### config.mk
export PLATFORM = sky130hd
export DESIGN_NAME = ladybird_iram_arbiter_flat
export DESIGN_NICKNAME = d
export VERILOG_FILES = /design/src/rtl/ladybird_config.sv /design/src/rtl/ladybird_bus_interface.sv /design/src/rtl/ladybird_id_fifo.sv /design/src/rtl/ladybird_iram_arbiter.sv /design/src/flat_wrapper.sv
export SDC_FILE = /design/constraint.sdc
export NUM_CORES = 1
export LEC_CHECK = 0
export ABC_AREA = 1
export CAP_MARGIN = 10
export CELL_PAD_IN_SITES_DETAIL_PLACEMENT = 1
export CELL_PAD_IN_SITES_GLOBAL_PLACEMENT = 1
export CORE_AREA = 2 2 133 135
export CTS_BUF_LIST = sky130_fd_sc_hd__clkbuf_8 sky130_fd_sc_hd__clkbuf_16
export DETAILED_ROUTE_END_ITERATION = 7
export DIE_AREA = 0 0 135 137
export PLACE_DENSITY_LB_ADDON = 0.12
export SYNTH_ARGS = -nofsm -noshare
export SYNTH_HDL_FRONTEND = slang
export SYNTH_HIERARCHICAL = 1
export SYNTH_SLANG_ARGS = --single-unit
### constraint.sdc
create_clock -name clk -period 2.7 [get_ports clk]
set_input_delay 0.405 -clock clk [delete_from_list [all_inputs] [get_ports clk]]
set_output_delay 0.405 -clock clk [all_outputs]
set_load 0.02 [all_outputs]
### src/rtl/ladybird_config.sv
// rtl/ladybird_config.sv - shared bus width and requester id type for the iram arbiter
package ladybird_config;

    localparam int XLEN = 32;

    typedef enum logic {
        PORT_FETCH  = 1'b0,
        PORT_LOADER = 1'b1
    } port_id_t;

endpackage

### src/rtl/ladybird_bus_interface.sv
// rtl/ladybird_bus_interface.sv - req/gnt bus with split read response (rdgnt/rdata)
interface ladybird_bus_interface;
    import ladybird_config::*;

    logic              req;
    logic [XLEN-1:0]   addr;
    logic [XLEN-1:0]   wdata;
    logic [XLEN/8-1:0] wstrb;
    logic              gnt;
    logic              rdgnt;
    logic [XLEN-1:0]   rdata;

    modport primary   (output req, addr, wdata, wstrb, input  gnt, rdgnt, rdata);
    modport secondary (input  req, addr, wdata, wstrb, output gnt, rdgnt, rdata);

endinterface

### src/rtl/ladybird_id_fifo.sv
// rtl/ladybird_id_fifo.sv - small synchronous FIFO, simultaneous push/pop allowed at any fill level
module ladybird_id_fifo #(
    parameter int DEPTH = 4,
    parameter int WIDTH = 1
) (
    input  logic                     clk,
    input  logic                     nrst,
    input  logic                     push,
    input  logic                     pop,
    input  logic [WIDTH-1:0]         din,
    output logic [WIDTH-1:0]         dout,
    output logic                     full,
    output logic                     empty,
    output logic [$clog2(DEPTH):0]   count
);

    localparam int AW = $clog2(DEPTH);

    logic [WIDTH-1:0] store [DEPTH];
    logic [AW-1:0]    rd_ptr;
    logic [AW-1:0]    wr_ptr;
    logic             do_push;
    logic             do_pop;

    assign full    = (count == (AW+1)'(DEPTH));
    assign empty   = (count == '0);
    assign dout    = store[rd_ptr];
    // a push into a full FIFO is fine when the head leaves in the same cycle
    assign do_push = push & (~full | pop);
    assign do_pop  = pop & ~empty;

    always_ff @(posedge clk) begin
        if (!nrst) begin
            rd_ptr <= '0;
            wr_ptr <= '0;
            count  <= '0;
        end else begin
            if (do_push) begin
                store[wr_ptr] <= din;
                wr_ptr        <= wr_ptr + 1'b1;
            end
            if (do_pop) begin
                rd_ptr <= rd_ptr + 1'b1;
            end
            count <= count + (AW+1)'(do_push) - (AW+1)'(do_pop);
        end
    end

endmodule

### src/rtl/ladybird_iram_arbiter.sv
// rtl/ladybird_iram_arbiter.sv - shares the instruction RAM between fetch (port 0) and loader (port 1)
module ladybird_iram_arbiter
    import ladybird_config::*;
#(
    parameter int MAX_OUTSTANDING = 4,
    parameter int FIXED_PRIORITY  = 0
) (
    input  logic                   clk,
    input  logic                   nrst,
    ladybird_bus_interface.secondary req0,
    ladybird_bus_interface.secondary req1,
    ladybird_bus_interface.primary   mem,
    output logic                   err
);

    localparam int CW = $clog2(MAX_OUTSTANDING) + 1;

    port_id_t         last_grant;
    port_id_t         sel;
    logic             any_req;
    logic             sel_loader;
    logic [XLEN/8-1:0] sel_wstrb;
    logic             sel_read;
    logic             blocked;
    logic             accept;
    logic             fifo_push;
    logic             fifo_pop;
    logic             fifo_full;
    logic             fifo_empty;
    logic [CW-1:0]    fifo_count;
    logic [0:0]       sel_bits;
    logic [0:0]       head_bits;

    always_comb begin
        sel = PORT_FETCH;
        if (req0.req && req1.req) begin
            if (FIXED_PRIORITY != 0) begin
                sel = PORT_FETCH;
            end else begin
                sel = (last_grant == PORT_FETCH) ? PORT_LOADER : PORT_FETCH;
            end
        end else if (req1.req) begin
            sel = PORT_LOADER;
        end
    end

    assign any_req    = req0.req | req1.req;
    assign sel_loader = (sel == PORT_LOADER);
    assign sel_wstrb  = sel_loader ? req1.wstrb : req0.wstrb;
    assign sel_read   = ~|sel_wstrb;
    // full is judged on the registered count so a same-cycle response cannot unblock a read
    assign blocked    = sel_read & fifo_full;

    assign mem.req    = nrst & any_req & ~blocked;
    assign mem.addr   = sel_loader ? req1.addr  : req0.addr;
    assign mem.wdata  = sel_loader ? req1.wdata : req0.wdata;
    assign mem.wstrb  = sel_wstrb;

    assign accept     = mem.req & mem.gnt;
    assign req0.gnt   = accept & ~sel_loader;
    assign req1.gnt   = accept &  sel_loader;

    assign fifo_push  = accept & sel_read;
    assign fifo_pop   = nrst & mem.rdgnt & ~fifo_empty;
    assign sel_bits   = sel;

    assign req0.rdgnt = fifo_pop & (head_bits == PORT_FETCH);
    assign req1.rdgnt = fifo_pop & (head_bits == PORT_LOADER);
    assign req0.rdata = mem.rdata;
    assign req1.rdata = mem.rdata;

    ladybird_id_fifo #(
        .DEPTH (MAX_OUTSTANDING),
        .WIDTH (1)
    ) u_id_fifo (
        .clk   (clk),
        .nrst  (nrst),
        .push  (fifo_push),
        .pop   (fifo_pop),
        .din   (sel_bits),
        .dout  (head_bits),
        .full  (fifo_full),
        .empty (fifo_empty),
        .count (fifo_count)
    );

    always_ff @(posedge clk) begin
        if (!nrst) begin
            last_grant <= PORT_LOADER;
            err        <= 1'b0;
        end else begin
            if (accept) begin
                last_grant <= sel;
            end
            if (mem.rdgnt && fifo_count == '0) begin
                err <= 1'b1;
            end
        end
    end

endmodule
### src/flat_wrapper.sv
// flat-port wrapper written by rule: the top's interface ports become plain ports
module ladybird_iram_arbiter_flat import ladybird_config::*;
#(
    parameter int MAX_OUTSTANDING = 4,
    parameter int FIXED_PRIORITY  = 0
)
  (clk, nrst, err, req0_req, req0_addr, req0_wdata, req0_wstrb, req0_gnt, req0_rdgnt, req0_rdata, req1_req, req1_addr, req1_wdata, req1_wstrb, req1_gnt, req1_rdgnt, req1_rdata, mem_req, mem_addr, mem_wdata, mem_wstrb, mem_gnt, mem_rdgnt, mem_rdata);
  ladybird_bus_interface req0_i ();
  ladybird_bus_interface req1_i ();
  ladybird_bus_interface mem_i ();
  input  logic clk;
  input  logic nrst;
  output logic err;
  input wire logic [$bits(req0_i.req)-1:0] req0_req;
  input wire logic [$bits(req0_i.addr)-1:0] req0_addr;
  input wire logic [$bits(req0_i.wdata)-1:0] req0_wdata;
  input wire logic [$bits(req0_i.wstrb)-1:0] req0_wstrb;
  output wire logic [$bits(req0_i.gnt)-1:0] req0_gnt;
  output wire logic [$bits(req0_i.rdgnt)-1:0] req0_rdgnt;
  output wire logic [$bits(req0_i.rdata)-1:0] req0_rdata;
  input wire logic [$bits(req1_i.req)-1:0] req1_req;
  input wire logic [$bits(req1_i.addr)-1:0] req1_addr;
  input wire logic [$bits(req1_i.wdata)-1:0] req1_wdata;
  input wire logic [$bits(req1_i.wstrb)-1:0] req1_wstrb;
  output wire logic [$bits(req1_i.gnt)-1:0] req1_gnt;
  output wire logic [$bits(req1_i.rdgnt)-1:0] req1_rdgnt;
  output wire logic [$bits(req1_i.rdata)-1:0] req1_rdata;
  output wire logic [$bits(mem_i.req)-1:0] mem_req;
  output wire logic [$bits(mem_i.addr)-1:0] mem_addr;
  output wire logic [$bits(mem_i.wdata)-1:0] mem_wdata;
  output wire logic [$bits(mem_i.wstrb)-1:0] mem_wstrb;
  input wire logic [$bits(mem_i.gnt)-1:0] mem_gnt;
  input wire logic [$bits(mem_i.rdgnt)-1:0] mem_rdgnt;
  input wire logic [$bits(mem_i.rdata)-1:0] mem_rdata;
  assign req0_i.req = req0_req;
  assign req0_i.addr = req0_addr;
  assign req0_i.wdata = req0_wdata;
  assign req0_i.wstrb = req0_wstrb;
  assign req0_gnt = req0_i.gnt;
  assign req0_rdgnt = req0_i.rdgnt;
  assign req0_rdata = req0_i.rdata;
  assign req1_i.req = req1_req;
  assign req1_i.addr = req1_addr;
  assign req1_i.wdata = req1_wdata;
  assign req1_i.wstrb = req1_wstrb;
  assign req1_gnt = req1_i.gnt;
  assign req1_rdgnt = req1_i.rdgnt;
  assign req1_rdata = req1_i.rdata;
  assign mem_req = mem_i.req;
  assign mem_addr = mem_i.addr;
  assign mem_wdata = mem_i.wdata;
  assign mem_wstrb = mem_i.wstrb;
  assign mem_i.gnt = mem_gnt;
  assign mem_i.rdgnt = mem_rdgnt;
  assign mem_i.rdata = mem_rdata;
  ladybird_iram_arbiter #(.MAX_OUTSTANDING(MAX_OUTSTANDING), .FIXED_PRIORITY(FIXED_PRIORITY)) u_core (.clk(clk), .nrst(nrst), .req0(req0_i), .req1(req1_i), .mem(mem_i), .err(err));
endmodule
Yosys cells after proc, flatten, opt, wreduce, memory -nomap -nowiden
Memory sizes are Yosys's and may differ from the RTL's. A register that Yosys moved wholly into a read port is not among the register bits.
Cells that the tools add are included.
{"block": "word_totals", "register_bits": 9, "ram_bits": 4, "inputBits": 174, "output_inout_bits": 138, "mem_count": 1}
{"block": "op_classes", "addsub": 4, "eq_ne": 1, "muxes": 11, "bitwise": 20, "n_reduce_logical": 5}
{"memory": "u_core.u_id_fifo.store", "depth": 4, "width": 1, "rd": 1, "rd_ports_with_merged_regs": 1, "wr": 1, "line": "ladybird_id_fifo.sv:19", "text": "logic [WIDTH-1:0] store [DEPTH];"}
{"cell": "$mux W32", "count": 2}
{"cell": "$and A1 B1 Y1", "count": 13}
{"cell": "$mux W1", "count": 6}
{"cell": "$not A1 Y1", "count": 5}
{"cell": "$add A2 B1 Y2 const B", "count": 2}
{"cell": "$mux W2", "count": 2}
{"cell": "$mux W4", "count": 1}
{"cell": "$reduce_or A4 Y1", "count": 1}
{"cell": "$add A3 B1 Y3", "count": 1}
{"cell": "$eq A3 B3 Y1 const B", "count": 1}
{"cell": "$logic_not A3 Y1", "count": 1}
{"cell": "$sub A3 B1 Y3", "count": 1}
{"cell": "$logic_and A1 B1 Y1", "count": 2}
{"cell": "$or A1 B1 Y1", "count": 2}
{"cell": "$logic_not A1 Y1", "count": 1}

Depth between registers and ports, before layout
{"block": "logic_depth", "word_depth": 14, "ltp_mapped": 17, "ltp_nobuf": 17}

Modules after synthesis
The synthesis kept the hierarchy.
{"mod": "ladybird_iram_arbiter", "n_inst": 1, "cells_each": 313, "area_each_um2": 1526.5, "seq_area_each_um2": 40.0}
{"mod": "ladybird_id_fifo", "n_inst": 1, "cells_each": 82, "area_each_um2": 663.1, "seq_area_each_um2": 300.3}

Worst setup path before layout
Ideal clock, no wire load.
{"block": "synth_timing", "path_kind": "input-to-reg", "start": "input port req0_req", "end": "register u_core.u_id_fifo.count[2]", "setup_time_ns": 0.114, "arrival_time_ns": 2.401, "t_required_ns": 2.586, "path_slack_ns": 0.185, "cell_stages": 17, "path_buffers": 0, "cell_sequence": "nand2_2 -> nand2_2 -> nand2_1 -> nand2_1 -> nor2_4 -> nand3_2 -> nand2_1 -> inv_2 -> nand3b_4 -> inv_2 -> nand2_1 -> ha_1 -> inv_1 -> ha_1 -> fa_1 -> xor2_1 -> nor2_1"}
{"block": "synth_between", "elab_chain_len": 13, "word_cells_on_any_way": 15, "classes_between": "add/sub: 2; mux: 2; bitwise: 8; reduce/logical: 3"}
{"element": "from (decl)", "line": "flat_wrapper.sv:14", "text": "input wire logic [$bits(req0_i.req)-1:0] req0_req;"}
{"element": "$logic_and A1 B1 Y1", "line": "ladybird_iram_arbiter.sv:36", "text": "if (req0.req && req1.req) begin"}
{"element": "$mux W1", "line": "ladybird_iram_arbiter.sv:36"}
{"element": "$mux W4", "line": "ladybird_iram_arbiter.sv:49", "text": "assign sel_wstrb = sel_loader ? req1.wstrb : req0.wstrb;"}
{"element": "named net mem_wstrb[0]", "line": "flat_wrapper.sv:31", "text": "output wire logic [$bits(mem_i.wstrb)-1:0] mem_wstrb;"}
{"element": "$reduce_or A4 Y1", "line": "ladybird_iram_arbiter.sv:50", "text": "assign sel_read = ~|sel_wstrb;"}
{"element": "$logic_not A1 Y1", "line": "ladybird_iram_arbiter.sv:50"}
{"element": "$and A1 B1 Y1", "line": "ladybird_iram_arbiter.sv:52", "text": "assign blocked = sel_read & fifo_full;"}
{"element": "$not A1 Y1", "line": "ladybird_iram_arbiter.sv:54", "text": "assign mem.req = nrst & any_req & ~blocked;"}
{"element": "$and A1 B1 Y1", "line": "ladybird_iram_arbiter.sv:54"}
{"element": "named net mem_req", "line": "flat_wrapper.sv:28", "text": "output wire logic [$bits(mem_i.req)-1:0] mem_req;"}
{"element": "$and A1 B1 Y1", "line": "ladybird_iram_arbiter.sv:59", "text": "assign accept = mem.req & mem.gnt;"}
{"element": "$and A1 B1 Y1", "line": "ladybird_iram_arbiter.sv:63", "text": "assign fifo_push = accept & sel_read;"}
{"element": "named net u_core.fifo_push", "line": "ladybird_iram_arbiter.sv:26", "text": "logic fifo_push;"}
{"element": "$and A1 B1 Y1", "line": "ladybird_id_fifo.sv:29", "text": "assign do_push = push & (~full | pop);"}
{"element": "$add A3 B1 Y3", "line": "ladybird_id_fifo.sv:45", "text": "count <= count + (AW+1)'(do_push) - (AW+1)'(do_pop);"}
{"element": "$sub A3 B1 Y3", "line": "ladybird_id_fifo.sv:45"}
{"element": "to (signal assigned)", "line": "ladybird_id_fifo.sv:45"}
{"element": "to (decl)", "line": "ladybird_id_fifo.sv:14", "text": "output logic [$clog2(DEPTH):0] count"}
The timed path passes the listed nets, and every way through them passes these cells.
A chain may end at the register's enable or synchronous reset.

Worst setup path in the final report
{"block": "layout_timing", "start": "input port req1_req", "end": "output port mem_addr[27]"}
{"block": "layout_between", "elab_chain_len": 3, "word_cells_on_any_way": 4, "classes_between": "mux: 3; reduce/logical: 1"}
{"element": "from (decl)", "line": "flat_wrapper.sv:21", "text": "input wire logic [$bits(req1_i.req)-1:0] req1_req;"}
{"element": "$mux W1 / $logic_and A1 B1 Y1 (equally long branches)", "line": "ladybird_iram_arbiter.sv:42, ladybird_iram_arbiter.sv:36"}
{"element": "$mux W1 *", "line": "ladybird_iram_arbiter.sv:36"}
{"element": "$mux W32 *", "line": "ladybird_iram_arbiter.sv:55", "text": "assign mem.addr = sel_loader ? req1.addr : req0.addr;"}
{"element": "to (decl)", "line": "flat_wrapper.sv:29", "text": "output wire logic [$bits(mem_i.addr)-1:0] mem_addr;"}
Every way passes the cells marked *; elsewhere a longest branch is shown, timed or not.

==> impl_metrics.json <==
{
  "status": "completed",
  "place_congestion": 0.734,
  "timing.rr.start": "u_core/last_grant$_SDFFE_PN1P_",
  "p_per_area_mw_per_mm2": 290,
  "cts_tree": "built",
  "r2r-end": "u_core/u_id_fifo/count[2]$_SDFF_PN0_",
  "ant_nets": 0,
  "seq_power_share": 0.193,
  "post_cts.repair.setup_buffers": 0,
  "grt.overflow.total": 0,
  "rows": 48,
  "die_h_um": 137,
  "p_int_uw": 800,
  "synth_fp_nets": 576,
  "layout-drive-gt1-share": 0.0744,
  "setup_slack_ns": 0.141,
  "pwr-share-comb": 0.573,
  "routed_wl_um": 11500,
  "vdd_drop_max_v": 0.000145,
  "first_pass_iters": 4,
  "maxCapViolCount": 0,
  "clock-root-buffer": "clkbuf_16",
  "switchingPower_uw": 433,
  "startpoint": "req1_req",
  "via_count": 2850,
  "finalMaxSlewViolations": 0,
  "die_w_um": 135,
  "core-area_mm2": 0.0171,
  "dp_slack_ns": -0.284,
  "p_total_mw": 1.23,
  "crit_required_ns": 2.30,
  "critPathArrivalTime_ns": 2.15,
  "switching_share": 0.351,
  "syn_inst": 395,
  "hold_end": "u_core/err$_SDFFE_PN0P_",
  "clock-sinks": 15,
  "wl_per_cell_um": 14.8,
  "die_area_mm2": 0.0185,
  "path_clk_slew_ns": 0.05,
  "drc_errors": 0,
  "finalSetupViolations": 0,
  "hold_viol_final": 0,
  "rsz0062_at_grt": "no",
  "grt_pass1_wl_um": 16800,
  "cts_max_level": 1,
  "io_pins": 312,
  "diodes": 0,
  "worstSetupPathType": "in2out",
  "clk-insertion-delay-late_ns": 0.24,
  "path_max_fanout": 43,
  "hold_ws_ns": 0.479,
  "cts.path.max_buffers": 2,
  "cp-start-kind": "input pin",
  "initial_utilization": 0.128,
  "slew_headroom": 0.809,
  "reg2regPathDepth": 17,
  "dpl.hpwl_um": 10000,
  "antenna_found_initial": 0,
  "grt_use_total": 0.118,
  "holdPathStages": 2,
  "clock.fmax_mhz": 391,
  "fin_crit_ns": 2.56,
  "fin_util": 0.250,
  "end_kind": "output port",
  "first_iter_violations": 33,
  "detail_route.vias_per_cell": 3.67,
  "hp-start": "u_core/err$_SDFFE_PN0P_",
  "p_leak_nw": 2.12,
  "seq_area_frac_synth": 0.155,
  "synth_seq_cells": 15,
  "finalCritPeriodShare": 0.948,
  "syn_to_final_growth_pct": 94.5,
  "avgSynthCellArea_um2": 5.54,
  "grt_max_degree": 62,
  "final_nets": 733,
  "worstMarginPinSlew_ns": 0.288,
  "grt_pass1_vias": 3090,
  "yosys_warnings": 6,
  "pwr-share-clk": 0.234,
  "cts_hold_buf": 0,
  "min_path_type": "reg2reg",
  "r2r_slack_ns": 0.33,
  "finClkSkew_ns": 0.00142,
  "synthDistinctLibCells": 22,
  "port_buffers": 215,
  "cts_made_buffers": 3,
  "netlist_area_mm2": 0.00219
}
==> cell usage after synthesis, drive strengths merged <==
| library cell | count | share of area |
|---|---|---|
| buf | 76 | 0.25 |
| a21oi | 5 | 0.011 |
| clkbuf | 2 | 0.0034 |
| nand3 | 13 | 0.034 |
| nor2 | 20 | 0.041 |
| fa | 1 | 0.0091 |
| nand2 | 223 | 0.39 |
| nor3 | 2 | 0.0046 |
| inv | 28 | 0.048 |
| a32oi | 1 | 0.0040 |
| dfxtp | 11 | 0.10 |
| ha | 6 | 0.034 |
| nand3b | 1 | 0.0091 |
| edfxtp | 4 | 0.055 |
| xor2 | 1 | 0.0040 |
| nand4 | 1 | 0.0029 |
==> critical path: stages <==
cell and delay [ns]:
dlygate4sd2_1 0.36, nand2_4 0.10, buf_4 0.18, inv_2 0.11
buf_12 0.21, nand2_1 0.07, nand2_1 0.07, clkdlybuf4s50_1 0.61
==> power groups by stage <==
stage / Combinational (mW) / Clock, mW / Sequential, mW
after floorplan: 0.422 / 0 / 0.243
after global placement: 0.763 / 0 / 0.243
after detailed placement: 0.764 / 0 / 0.243
after CTS: 0.723 / 0.299 / 0.238
after global routing: 0.769 / 0.311 / 0.238
final: 0.706 / 0.289 / 0.238
==> cells by family after synthesis <==
logic type	count (synthesis)	synth area share
DFF	15	0.155
buffers and inverters	106	0.299
and+or+nand+nor	260	0.482
xor gates and xnor gates	1	0.00400
AOI/OAI and AO/OA	6	0.0154
adders and majority gates	7	0.0434
==> per-stage QoR <==
step	cell area, µm²	std cells	TNS (ns)
5_1_grt	4260	776	0
4_1_cts	4240	776	-1.21
3_5_place_dp	4210	772	-8.59
2_1_floorplan	2190	395	0
3_3_place_gp	4210	772	-4.98
6_report	4260	776	0
==> worst max-delay path by stage <==
stage,slack (ns),to
3_3_place_gp,-0.15,u_core/u_id_fifo/count[2]$_SDFF_PN0_
3_5_place_dp,-0.28,u_core/u_id_fifo/count[2]$_SDFF_PN0_
5_1_grt,0.006,mem_addr[27]
4_1_cts,-0.12,mem_addr[27]
6_report,0.14,mem_addr[27]
2_1_floorplan,0.19,u_core/u_id_fifo/count[2]$_SDFF_PN0_
==> layout make-up <==
class                      instances  area [µm²]
inverter                          28         105
tap                              225         282
sequential                        15         340
multi-input combinational        274        1200
timing repair buffer             230        2250
clock inverter                     1        5.00
clock buffer                       3        75.1
fill                            2145       12800
==> per-layer routing <==
metal / wire length, µm / track usage
met4: 133 / 0.0220
met3: 1310 / 0.0604
met2: 6090 / 0.226
met1: 3930 / 0.113
met5: 0 / 0
==> placed cells by master, fill, tap and decap left out, types with 2 or more instances in the layout <==
cell	netlist	routed
nand2_1	216	215
clkdlybuf4s50_1	0	160
dlygate4sd2_1	0	47
inv_1	25	25
buf_4	65	16
nor2_1	16	16
nand3_1	11	11
dfxtp_1	11	11
nand2_2	7	7
ha_1	6	6
a21oi_1	5	5
dlymetal6s2s_1	0	4
edfxtp_1	4	4
clkbuf_16	0	3
inv_2	3	3
nor2_2	3	3
buf_12	0	2
nand3_2	2	2
nor3_1	2	2
==> timing repair <==
item                       CTS  global route
gates resized for setup     49             5
setup endpoints to repair   64            21
pin swaps                    0             2
Power figures use the tool's default switching activity.
